===== src/rtl/ca_pkg.sv =====
// Shared types and constants for the chromatic-adaption stream arbiter.
package ca_pkg;

  typedef struct packed {
    logic [7:0] r;
    logic [7:0] g;
    logic [7:0] b;
  } ca_pixel_t;

  typedef enum logic [1:0] {
    CA_IDLE   = 2'd0,
    CA_GRANT0 = 2'd1,
    CA_GRANT1 = 2'd2
  } ca_arb_state_e;

  localparam logic CA_SRC_LIVE = 1'b0;
  localparam logic CA_SRC_CAL  = 1'b1;

endpackage


===== src/rtl/ca_tag_fifo.sv =====
// 1-bit tag FIFO recording which source issued each pixel currently inside the core.
module ca_tag_fifo
  import ca_pkg::*;
#(
  parameter int DEPTH = 8
) (
  input  logic                     clk,
  input  logic                     rst_n,
  input  logic                     push,
  input  logic                     push_tag,
  input  logic                     pop,
  output logic                     full,
  output logic                     empty,
  output logic                     head_tag,
  output logic [$clog2(DEPTH):0]   count
);

  localparam int AW = $clog2(DEPTH);

  logic [AW:0]      wptr;
  logic [AW:0]      rptr;
  logic [DEPTH-1:0] mem;
  logic             push_ok;
  logic             pop_ok;

  // Extra pointer MSB distinguishes full from empty when the index bits match.
  assign full     = (wptr[AW] != rptr[AW]) && (wptr[AW-1:0] == rptr[AW-1:0]);
  assign empty    = (wptr == rptr);
  assign count    = wptr - rptr;
  assign head_tag = mem[rptr[AW-1:0]];
  assign push_ok  = push & ~full;
  assign pop_ok   = pop & ~empty;

  always_ff @(posedge clk or negedge rst_n) begin
    if (!rst_n) begin
      wptr <= '0;
      rptr <= '0;
    end else begin
      if (push_ok) wptr <= wptr + 1'b1;
      if (pop_ok)  rptr <= rptr + 1'b1;
    end
  end

  always_ff @(posedge clk) begin
    if (push_ok) mem[wptr[AW-1:0]] <= push_tag;
  end

endmodule


===== src/rtl/ca_stream_arbiter.sv =====
// Two-source burst-limited round-robin arbiter sharing one adaption core, with tag-routed returns.
// Optional per-source beat counters are built when CA_ARB_STATS_EN is defined.
module ca_stream_arbiter
  import ca_pkg::*;
#(
  parameter int DATA_W       = 24,
  parameter int MAX_INFLIGHT = 8,
  parameter int BURST_MAX    = 16
) (
  input  logic                          clk,
  input  logic                          rst_n,
  input  logic [DATA_W-1:0]             s0_data,
  input  logic                          s0_valid,
  output logic                          s0_ready,
  input  logic [DATA_W-1:0]             s1_data,
  input  logic                          s1_valid,
  output logic                          s1_ready,
  output logic [DATA_W-1:0]             core_in_data,
  output logic                          core_in_valid,
  input  logic                          core_in_ready,
  input  logic [DATA_W-1:0]             core_out_data,
  input  logic                          core_out_valid,
  output logic                          core_out_ready,
  output logic [DATA_W-1:0]             m0_data,
  output logic                          m0_valid,
  input  logic                          m0_ready,
  output logic [DATA_W-1:0]             m1_data,
  output logic                          m1_valid,
  input  logic                          m1_ready,
  output logic [$clog2(MAX_INFLIGHT):0] inflight,
  output logic                          orphan_err,
  output logic [15:0]                   stat0_cnt,
  output logic [15:0]                   stat1_cnt
);

  localparam int BW = (BURST_MAX > 1) ? $clog2(BURST_MAX) : 1;
  localparam logic [BW-1:0] BURST_LAST = BW'(BURST_MAX - 1);

  ca_arb_state_e state, state_nxt;
  logic          last_grant, last_grant_nxt;
  logic [BW-1:0] burst_cnt, burst_nxt;
  logic          fifo_full, fifo_empty, head_tag;
  logic          beat0, beat1, push, pop;

  // Forward path: granted source straight through to the core, gated by tag space.
  always_comb begin
    core_in_data  = '0;
    core_in_valid = 1'b0;
    s0_ready      = 1'b0;
    s1_ready      = 1'b0;
    case (state)
      CA_GRANT0: begin
        core_in_data  = s0_data;
        core_in_valid = s0_valid & ~fifo_full;
        s0_ready      = core_in_ready & ~fifo_full;
      end
      CA_GRANT1: begin
        core_in_data  = s1_data;
        core_in_valid = s1_valid & ~fifo_full;
        s1_ready      = core_in_ready & ~fifo_full;
      end
      default: ;
    endcase
  end

  assign beat0 = s0_valid & s0_ready;
  assign beat1 = s1_valid & s1_ready;
  assign push  = beat0 | beat1;

  always_comb begin
    state_nxt      = state;
    burst_nxt      = burst_cnt;
    last_grant_nxt = last_grant;
    case (state)
      CA_IDLE: begin
        if (s0_valid && (!s1_valid || last_grant == CA_SRC_CAL)) state_nxt = CA_GRANT0;
        else if (s1_valid)                                       state_nxt = CA_GRANT1;
      end
      CA_GRANT0: begin
        if (!s0_valid) begin
          burst_nxt = '0;
          state_nxt = s1_valid ? CA_GRANT1 : CA_IDLE;
        end else if (beat0) begin
          if (burst_cnt == BURST_LAST) begin
            burst_nxt = '0;
            if (s1_valid) state_nxt = CA_GRANT1;
          end else begin
            burst_nxt = burst_cnt + BW'(1);
          end
        end
      end
      CA_GRANT1: begin
        if (!s1_valid) begin
          burst_nxt = '0;
          state_nxt = s0_valid ? CA_GRANT0 : CA_IDLE;
        end else if (beat1) begin
          if (burst_cnt == BURST_LAST) begin
            burst_nxt = '0;
            if (s0_valid) state_nxt = CA_GRANT0;
          end else begin
            burst_nxt = burst_cnt + BW'(1);
          end
        end
      end
      default: state_nxt = CA_IDLE;
    endcase
    if (state_nxt == CA_GRANT0 && state != CA_GRANT0) last_grant_nxt = CA_SRC_LIVE;
    if (state_nxt == CA_GRANT1 && state != CA_GRANT1) last_grant_nxt = CA_SRC_CAL;
  end

  always_ff @(posedge clk or negedge rst_n) begin
    if (!rst_n) begin
      state      <= CA_IDLE;
      last_grant <= CA_SRC_CAL;
      burst_cnt  <= '0;
    end else begin
      state      <= state_nxt;
      last_grant <= last_grant_nxt;
      burst_cnt  <= burst_nxt;
    end
  end

  ca_tag_fifo #(
    .DEPTH (MAX_INFLIGHT)
  ) u_tag_fifo (
    .clk      (clk),
    .rst_n    (rst_n),
    .push     (push),
    .push_tag (beat1),
    .pop      (pop),
    .full     (fifo_full),
    .empty    (fifo_empty),
    .head_tag (head_tag),
    .count    (inflight)
  );

  // Return path: the head tag selects the requester; with no tag the result is swallowed.
  always_comb begin
    m0_data        = core_out_data;
    m1_data        = core_out_data;
    m0_valid       = 1'b0;
    m1_valid       = 1'b0;
    core_out_ready = 1'b1;
    if (!fifo_empty) begin
      if (head_tag == CA_SRC_CAL) begin
        m1_valid       = core_out_valid;
        core_out_ready = m1_ready;
      end else begin
        m0_valid       = core_out_valid;
        core_out_ready = m0_ready;
      end
    end
  end

  assign pop = core_out_valid & core_out_ready & ~fifo_empty;

  always_ff @(posedge clk or negedge rst_n) begin
    if (!rst_n)                           orphan_err <= 1'b0;
    else if (core_out_valid && fifo_empty) orphan_err <= 1'b1;
  end

`ifdef CA_ARB_STATS_EN
  function automatic logic [15:0] sat_inc(input logic [15:0] v);
    return (v == 16'hFFFF) ? v : v + 16'd1;
  endfunction

  always_ff @(posedge clk or negedge rst_n) begin
    if (!rst_n) begin
      stat0_cnt <= '0;
      stat1_cnt <= '0;
    end else begin
      if (beat0) stat0_cnt <= sat_inc(stat0_cnt);
      if (beat1) stat1_cnt <= sat_inc(stat1_cnt);
    end
  end
`else
  assign stat0_cnt = '0;
  assign stat1_cnt = '0;
`endif

endmodule


===== config.mk =====
export PLATFORM = sky130hd
export DESIGN_NAME = ca_stream_arbiter
export DESIGN_NICKNAME = d
export VERILOG_FILES = /design/src/rtl/ca_pkg.sv /design/src/rtl/ca_tag_fifo.sv /design/src/rtl/ca_stream_arbiter.sv
export SDC_FILE = /design/constraint.sdc
export NUM_CORES = 1
export LEC_CHECK = 0
export ABC_AREA = 0
export CAP_MARGIN = 40
export CORE_ASPECT_RATIO = 1.1
export CORE_MARGIN = 10
export CORE_UTILIZATION = 34
export DETAILED_ROUTE_END_ITERATION = 8
export GPL_ROUTABILITY_DRIVEN = 0
export PLACE_DENSITY = 0.82
export SETUP_SLACK_MARGIN = 0.4
export SYNTH_ARGS = -nofsm -noshare
export SYNTH_HDL_FRONTEND = slang
export SYNTH_SLANG_ARGS = --single-unit
export TNS_END_PERCENT = 50

===== constraint.sdc =====
create_clock -name clk -period 3 [get_ports clk]
set_clock_uncertainty 0.1 [all_clocks]
set_input_delay 0.9 -clock clk [delete_from_list [all_inputs] [get_ports clk]]
set_output_delay 0.9 -clock clk [all_outputs]
set_load 0.02 [all_outputs]

==> results by group, run 1 <==
Setup path
  – CP required: 2.00 ns
  – Crit. End Element: primary output
  – Crit Path Category: reg2out
  – Arrival time worst endpoint: 1.95 ns
  – Cell depth of the worst flop-to-flop path: 17
  – Critical path startpoint category: flip-flop
  – Crit. Startpoint: u_tag_fifo.rptr[0]
  – Reg2Reg Launch Point: state[0]
  – CP max FO: 4

Clock tree
  – Hold-fix buffers at CTS: 0
  – Clk sinks: 24
  – Max Root-Sink Buffers: 2
  – Inserted Clock Buffers: 3
  – H-tree Lvls: 1
  – Clk_lat worst skew: 0.27 ns
  – CTS tree: built
  – CTS Root Cell: clkbuf_8
  – Reg clk slew, reported paths: 0.09 ns

STA
  – Final min period: 2.950 ns
  – Max Clk Rate: 339.0 MHz
  – Final Setup Violations: 0
  – Max-slew violations: 0
  – Slew @ Worst Pin: 0.7906 ns
  – Fin crit share: 98.34%
  – Setup ws final: 0.04995 ns
  – Final Hold Vio Count: 0
  – Setup total negative slack: 0 ns
  – Slew headroom: 47.13%
  – Unrepaired setup endpoints after global routing: yes

Yosys
  – Top cell type's share of synthesized area: 24.23%
  – Async set-reset flop share out of synthesis: 66.67%
  – Synth unique cells: 45
  – Mapped Area: 2479 sq um
  – Area leader, netlist: buf_4
  – Synth Flop Type: dfrtp_1
  – Synthesized area per cell: 8.667 sq um
  – Synth area leaders: buf_4, dfrtp_1, edfxtp_1, a22oi_1, nor2b_1
  – Number of flops mapped to enable cells by yosys: 8
  – Sequential fraction of the synthesis area: 25.90%
  – Syn Inst Count: 286
  – Synth Register Bits: 24
  – YS warnings: 0

Routing
  – Remaining antenna violation count: 0
  – TritonRoute pass-1 iters: 4
  – Iteration-0 DRC Markers: 67
  – Remaining DRCs: 0
  – Via count: 2,183
  – Wire per inst: 17.75 um
  – Drt via density: 4.840
  – Final WL: 8004 um

Place
  – Dpl ws: -0.5038 ns
  – Placed cells: 430
  – Buffers on Ports: 90
  – Detailed placement HPWL: 5814 um
  – Cell Area, Placed: 3256 sq um

Global routing
  – First-pass GRT wire length: 11,470 um
  – GRT Total Usage: 12.59%
  – Total grt overflow: 0
  – Vias in the first global route: 2,333
  – Initial antenna violation count: 0
  – Largest net degree at the start of global routing: 26

Floorplanning
  – DIE HEIGHT: 109.6 um
  – IO Pins: 195
  – Die area: 11,110 sq um
  – Initial Utilization: 35.17%
  – Die Width: 101.4 um
  – Core Footprint: 7047 sq um
  – Site row count: 32

Layout
  – Share of cells above drive strength 1: 40.71%
  – Non-filler cells, final: 451
  – Nets: 458
  – Layout area overhead: 50.88%
  – Diode count: 0
  – Most frequent cells in the layout: buf_4, conb_1, dlymetal6s2s_1, buf_6, a22oi_2
  – Most common cell after layout, fill and taps aside: buf_4
  – Post-route design area: 3740 sq um

Hold path
  – Hold wc startpoint: orphan_err
  – Hold depth: 1
  – Min-delay worst type: reg2reg

Pwr
  – Leakage power: 1.859 nW
  – Total power: 0.003963 W
  – Pwr per Cell Area: 1060 nW/um^2
  – Peak VDD IR: 0.0007547 V

Status
  – Run status: complete, no violations

Flow run
  – Max-Cap Viols: 0
==> layer usage <==
| metal | global-route usage, % | part of all wire [%] |
|---|---|---|
| met1 | 13.53 | 35 |
| met2 | 22.55 | 54 |
| met3 | 2.950 | 8.6 |
| met4 | 6.275 | 2.2 |
| met5 | 0 | 0 |
==> final timing paths <==
path	to	slack, ns
hold / removal	orphan_err	0.36
hold reg to reg	orphan_err	0.36
setup / recovery	core_out_ready	0.05
max in group asynchronous	u_tag_fifo.rptr[0]	1.29
setup reg to reg	burst_cnt[3]	0.45
min in group asynchronous	u_tag_fifo.wptr[0]	0.97
==> area by class of cell <==
class | count | area, sq um
fillers | 619 | 3307
multi-input cells | 190 | 1509
repair buffers | 135 | 1361
flip-flops and latches | 24 | 643.1
well taps | 85 | 106.4
inverters | 13 | 48.80
clock buffers | 3 | 41.29
clock inverters | 1 | 30.03
==> state kept, by name (all words and copies together) (netlist names) <==
| register | count |
|---|---|
| u_tag_fifo.mem | 8 |
| burst_cnt | 4 |
| u_tag_fifo.rptr | 4 |
| u_tag_fifo.wptr | 4 |
| state | 2 |
| last_grant | 1 |
| orphan_err | 1 |
==> synthesized netlist by cell type (all sizes together) (2+ instances only) <==
cell type and count:
buf 83, a22oi 25, nor2b 24, dfrtp 15, nand2 15, inv 13
o21ai 11, ha 10, nor2 10, a21oi 8, edfxtp 8, clkbuf 7
nand2b 5, o211ai 5, xnor2 5, a21o 4, xor2 4, mux2i 3
nand3 3, nand3b 3, a211oi 2, and2 2, and3 2, mux4 2
nand4 2, nor3 2, o22ai 2
==> logic make-up after synthesis <==
| logic type | after synthesis | share of synthesized area, % |
|---|---|---|
| buffers and inverters | 103 | 27.81 |
| AND/OR/NAND/NOR | 70 | 15.24 |
| AO/OA/AOI/OAI | 63 | 17.57 |
| flip-flops | 24 | 25.90 |
| adder cells (fa/ha/maj) | 11 | 5.856 |
| XOR/XNOR | 9 | 3.483 |
| multiplexers | 5 | 3.988 |
| other | 1 | 0.1513 |
==> report_power, final <==
group	switching [W]	internal (W)	total (W)	leakage, nW
sequential	0.0000843	0.000451	0.000535	0.270
clock	0.000116	0.000179	0.000294	0.0357
combinational	0.00158	0.00155	0.00313	1.55
total	0.00178	0.00218	0.00396	1.86
==> worst max-delay path, cell delays in order, from the launching register on <==
cell and delay (ns):
dfrtp_2 0.42, mux4_2 0.55, mux2i_4 0.22, mux2i_1 0.22, o21ai_1 0.09, buf_2 0.18
==> stage by stage <==
stage	utilization (%)	hold slack [ns]
after global placement	46.20	0.3425
final	53.07	0.3650
after CTS	49.52	0.3691
after floorplan	-	0.3655
after global routing	53.07	0.3852
after detailed placement	46.20	0.3485
==> repair_timing <==
| item | CTS | global route |
|---|---|---|
| gates cloned | 1 | 2 |
| buffers inserted | 13 | 1 |
| pin swaps | 10 | 21 |
| endpoints found under the setup margin | 34 | 36 |
| gates resized for setup | 153 | 138 |
No activity file was read; power rests on OpenSTA's default activity.
==> run 2: changes to the inputs <==
Settings changed: CORE_UTILIZATION 34 to 55, CTS_CLUSTER_SIZE set to 16, DONT_BUFFER_PORTS set to 1, PLACE_DENSITY 0.82 to 0.7.
==> run 2 against run 1 <==
Die area down 32%. Fmax up 5.1%. Register-to-register slack better by 0.17 ns. Largest cell class unchanged. Global-route usage up 1.7 points. Total power down 13%. Critical path type unchanged. Count of clock-buffer cells in the layout up 1. Worst setup slack better by 0.14 ns. Worst hold slack worse by 0.14 ns. Sequential power up 10%.
==> results by group, run 2 (synthesis gave the netlist of run 1 again) <==
Flow run
  – Max-Cap Viols: 0 (unchanged)

Setup path
  – CP max FO: 4 (unchanged)
  – CP required: 2.00 ns (about the same)
  – Crit. End Element: primary output (unchanged)
  – R2R setup slack: 0.62 ns (was 0.45 ns)
  – Reg2Reg Launch Point: state[1] (was state[0])
  – Crit. Startpoint: u_tag_fifo.rptr[0] (unchanged)
  – R2r endpoint: u_tag_fifo.mem[7] (was burst_cnt[3])
  – Cell depth of the worst flop-to-flop path: 8 (was 17)
  – Crit Path Category: reg2out (unchanged)
  – Critical path startpoint category: flip-flop (unchanged)
  – Arrival time worst endpoint: 1.81 ns (was 1.95 ns)

Layout
  – Post-route design area: 2698 sq um (was 3740 sq um)
  – Diode count: 0 (unchanged)
  – Non-filler cells, final: 317 (was 451)
  – Largest register FFs: 8 (unchanged)
  – Most frequent cells in the layout: conb_1, buf_4, a22oi_1, nand2_1 (was buf_4, conb_1, dlymetal6s2s_1, buf_6, a22oi_2)
  – Share of cells above drive strength 1: 34.60% (was 40.71%)
  – Layout area overhead: 8.834% (was 50.88%)
  – Most common cell after layout, fill and taps aside: conb_1 (was buf_4)
  – Nets: 355 (was 458)

Place
  – Placed cells: 297 (was 430)
  – Detailed placement HPWL: 4650 um (was 5814 um)
  – Cell Area, Placed: 2188 sq um (was 3256 sq um)
  – Buffers on Ports: 0 (was 90)

STA
  – Setup total negative slack: 0 ns (unchanged)
  – Final min period: 2.808 ns (was 2.950 ns)
  – Final Hold Vio Count: 0 (unchanged)
  – Final Setup Violations: 0 (unchanged)
  – Max Clk Rate: 356.1 MHz (was 339.0 MHz)
  – Max-slew violations: 0 (unchanged)
  – Fin crit share: 93.61% (was 98.34%)
  – Unrepaired setup endpoints after global routing: yes (unchanged)

Pwr
  – Sw Pwr: 0.001658 W (was 0.001782 W)
  – Leakage power: 1.119 nW (was 1.859 nW)
  – Peak VDD IR: 0.0007361 V (was 0.0007547 V)
  – Reg power frac: 17.1% (was 13.5%)
  – Pwr per Cell Area: 1279 nW/um^2 (was 1060 nW/um^2)
  – Switching Fraction: 48.07% (was 44.96%)
  – P_int: 0.001792 W (was 0.002181 W)
  – Comb power frac: 77.3% (was 79.1%)
  – Clock power share: 5.6% (was 7.4%)

Global routing
  – Largest net degree at the start of global routing: 28 (was 26)
  – GRT Total Usage: 14.30% (was 12.59%)
  – Total grt overflow: 0 (unchanged)
  – Initial antenna violation count: 0 (unchanged)
  – Vias in the first global route: 1,950 (was 2,333)
  – First-pass GRT wire length: 9335 um (was 11,470 um)

Hold path
  – Min-delay worst type: in2async (was reg2reg)

Routing
  – Wire per inst: 21.29 um (was 17.75 um)
  – Iteration-0 DRC Markers: 88 (was 67)
  – Final WL: 6749 um (was 8004 um)
  – Via count: 1,857 (was 2,183)
  – Remaining antenna violation count: 0 (unchanged)
  – TritonRoute pass-1 iters: 4 (unchanged)
  – Drt via density: 5.858 (was 4.840)
  – Remaining DRCs: 0 (unchanged)

Floorplanning
  – Die area: 7595 sq um (was 11,110 sq um)
  – Core Footprint: 4317 sq um (was 7047 sq um)
  – DIE HEIGHT: 90.41 um (was 109.6 um)
  – Site row count: 25 (was 32)
  – Die Width: 84.01 um (was 101.4 um)
  – IO Pins: 195 (unchanged)
  – Initial Utilization: 57.42% (was 35.17%)

Clock tree
  – Clk sinks: 24 (unchanged)
  – Max Root-Sink Buffers: 2 (unchanged)
  – CTS Root Cell: clkbuf_8 (unchanged)
  – CTS tree: built (unchanged)
  – H-tree Lvls: 1 (unchanged)
  – Inserted Clock Buffers: 3 (unchanged)
  – Reg clk slew, reported paths: 0.08 ns (was 0.09 ns)
  – Clk_lat worst skew: 0.26 ns (was 0.27 ns)

Status
  – Run status: complete, no violations (unchanged)
==> run 2: cell type report <==
cell class,count,area (sq um)
clock buffers,4,45.04
fillers,350,1619
inverters,13,53.80
multi-input cells,190,1504
flip-flops and latches,24,645.6
well taps,54,67.56
repair buffers,32,381.6
==> run 2: per-layer routing <==
layer | global-route usage, % | vias up | part of all wire (%)
met5 | 0 | - | 0
met4 | 6.564 | 0 | 2.9
met3 | 6.769 | 34 | 11
met2 | 25.58 | 125 | 52
met1 | 13.40 | 872 | 34
li1 | - | 826 | -
==> run 2: how the worst max path moves through the flow <==
stage / slack, ns / to / cells past startpoint
finish: 0.19 / core_out_ready / 4
global route: 0.10 / core_out_ready / 4
CTS: 0.19 / core_out_ready / 4
detailed placement: 0.27 / core_out_ready / 4
floorplan: 0.39 / core_out_ready / 4
global placement: 0.32 / core_out_ready / 4
==> run 2: worst max-delay path, stage by stage (launching register included) <==
cell and delay (ns):
dfrtp_2 0.42, mux4_2 0.54, mux2i_4 0.21, mux2i_1 0.24
o21ai_2 0.14
==> run 2: power groups by stage <==
stage | registers, W | clock network (W) | logic (W)
2_1_floorplan | 0.000563 | 0 | 0.00160
3_3_place_gp | 0.000581 | 0 | 0.00187
3_5_place_dp | 0.000586 | 0 | 0.00190
4_1_cts | 0.000582 | 0.000199 | 0.00216
5_1_grt | 0.000605 | 0.000212 | 0.00287
6_report | 0.000590 | 0.000194 | 0.00267
==> run 2: per-stage QoR <==
step                      power (W)  util, %  setup slack [ns]  hold slack [ns]
after CTS                  0.002937    55.19            0.1945           0.2196
after global placement     0.002449    50.70            0.3200           0.3881
after floorplan            0.002164        -            0.3926           0.3655
final                      0.003450    62.49            0.1918           0.2225
after global routing       0.003682    62.49            0.1008           0.2051
after detailed placement   0.002483    50.70            0.2684           0.3886
==> run 2: what timing repair did <==
| item | CTS | global route |
|---|---|---|
| gates cloned | 0 | 5 |
| hold buffers | 0 | 0 |
| setup buffers | 5 | 6 |
| pin swaps | 2 | 5 |
| endpoints found under the setup margin | 33 | 34 |
| resized for setup | 31 | 30 |
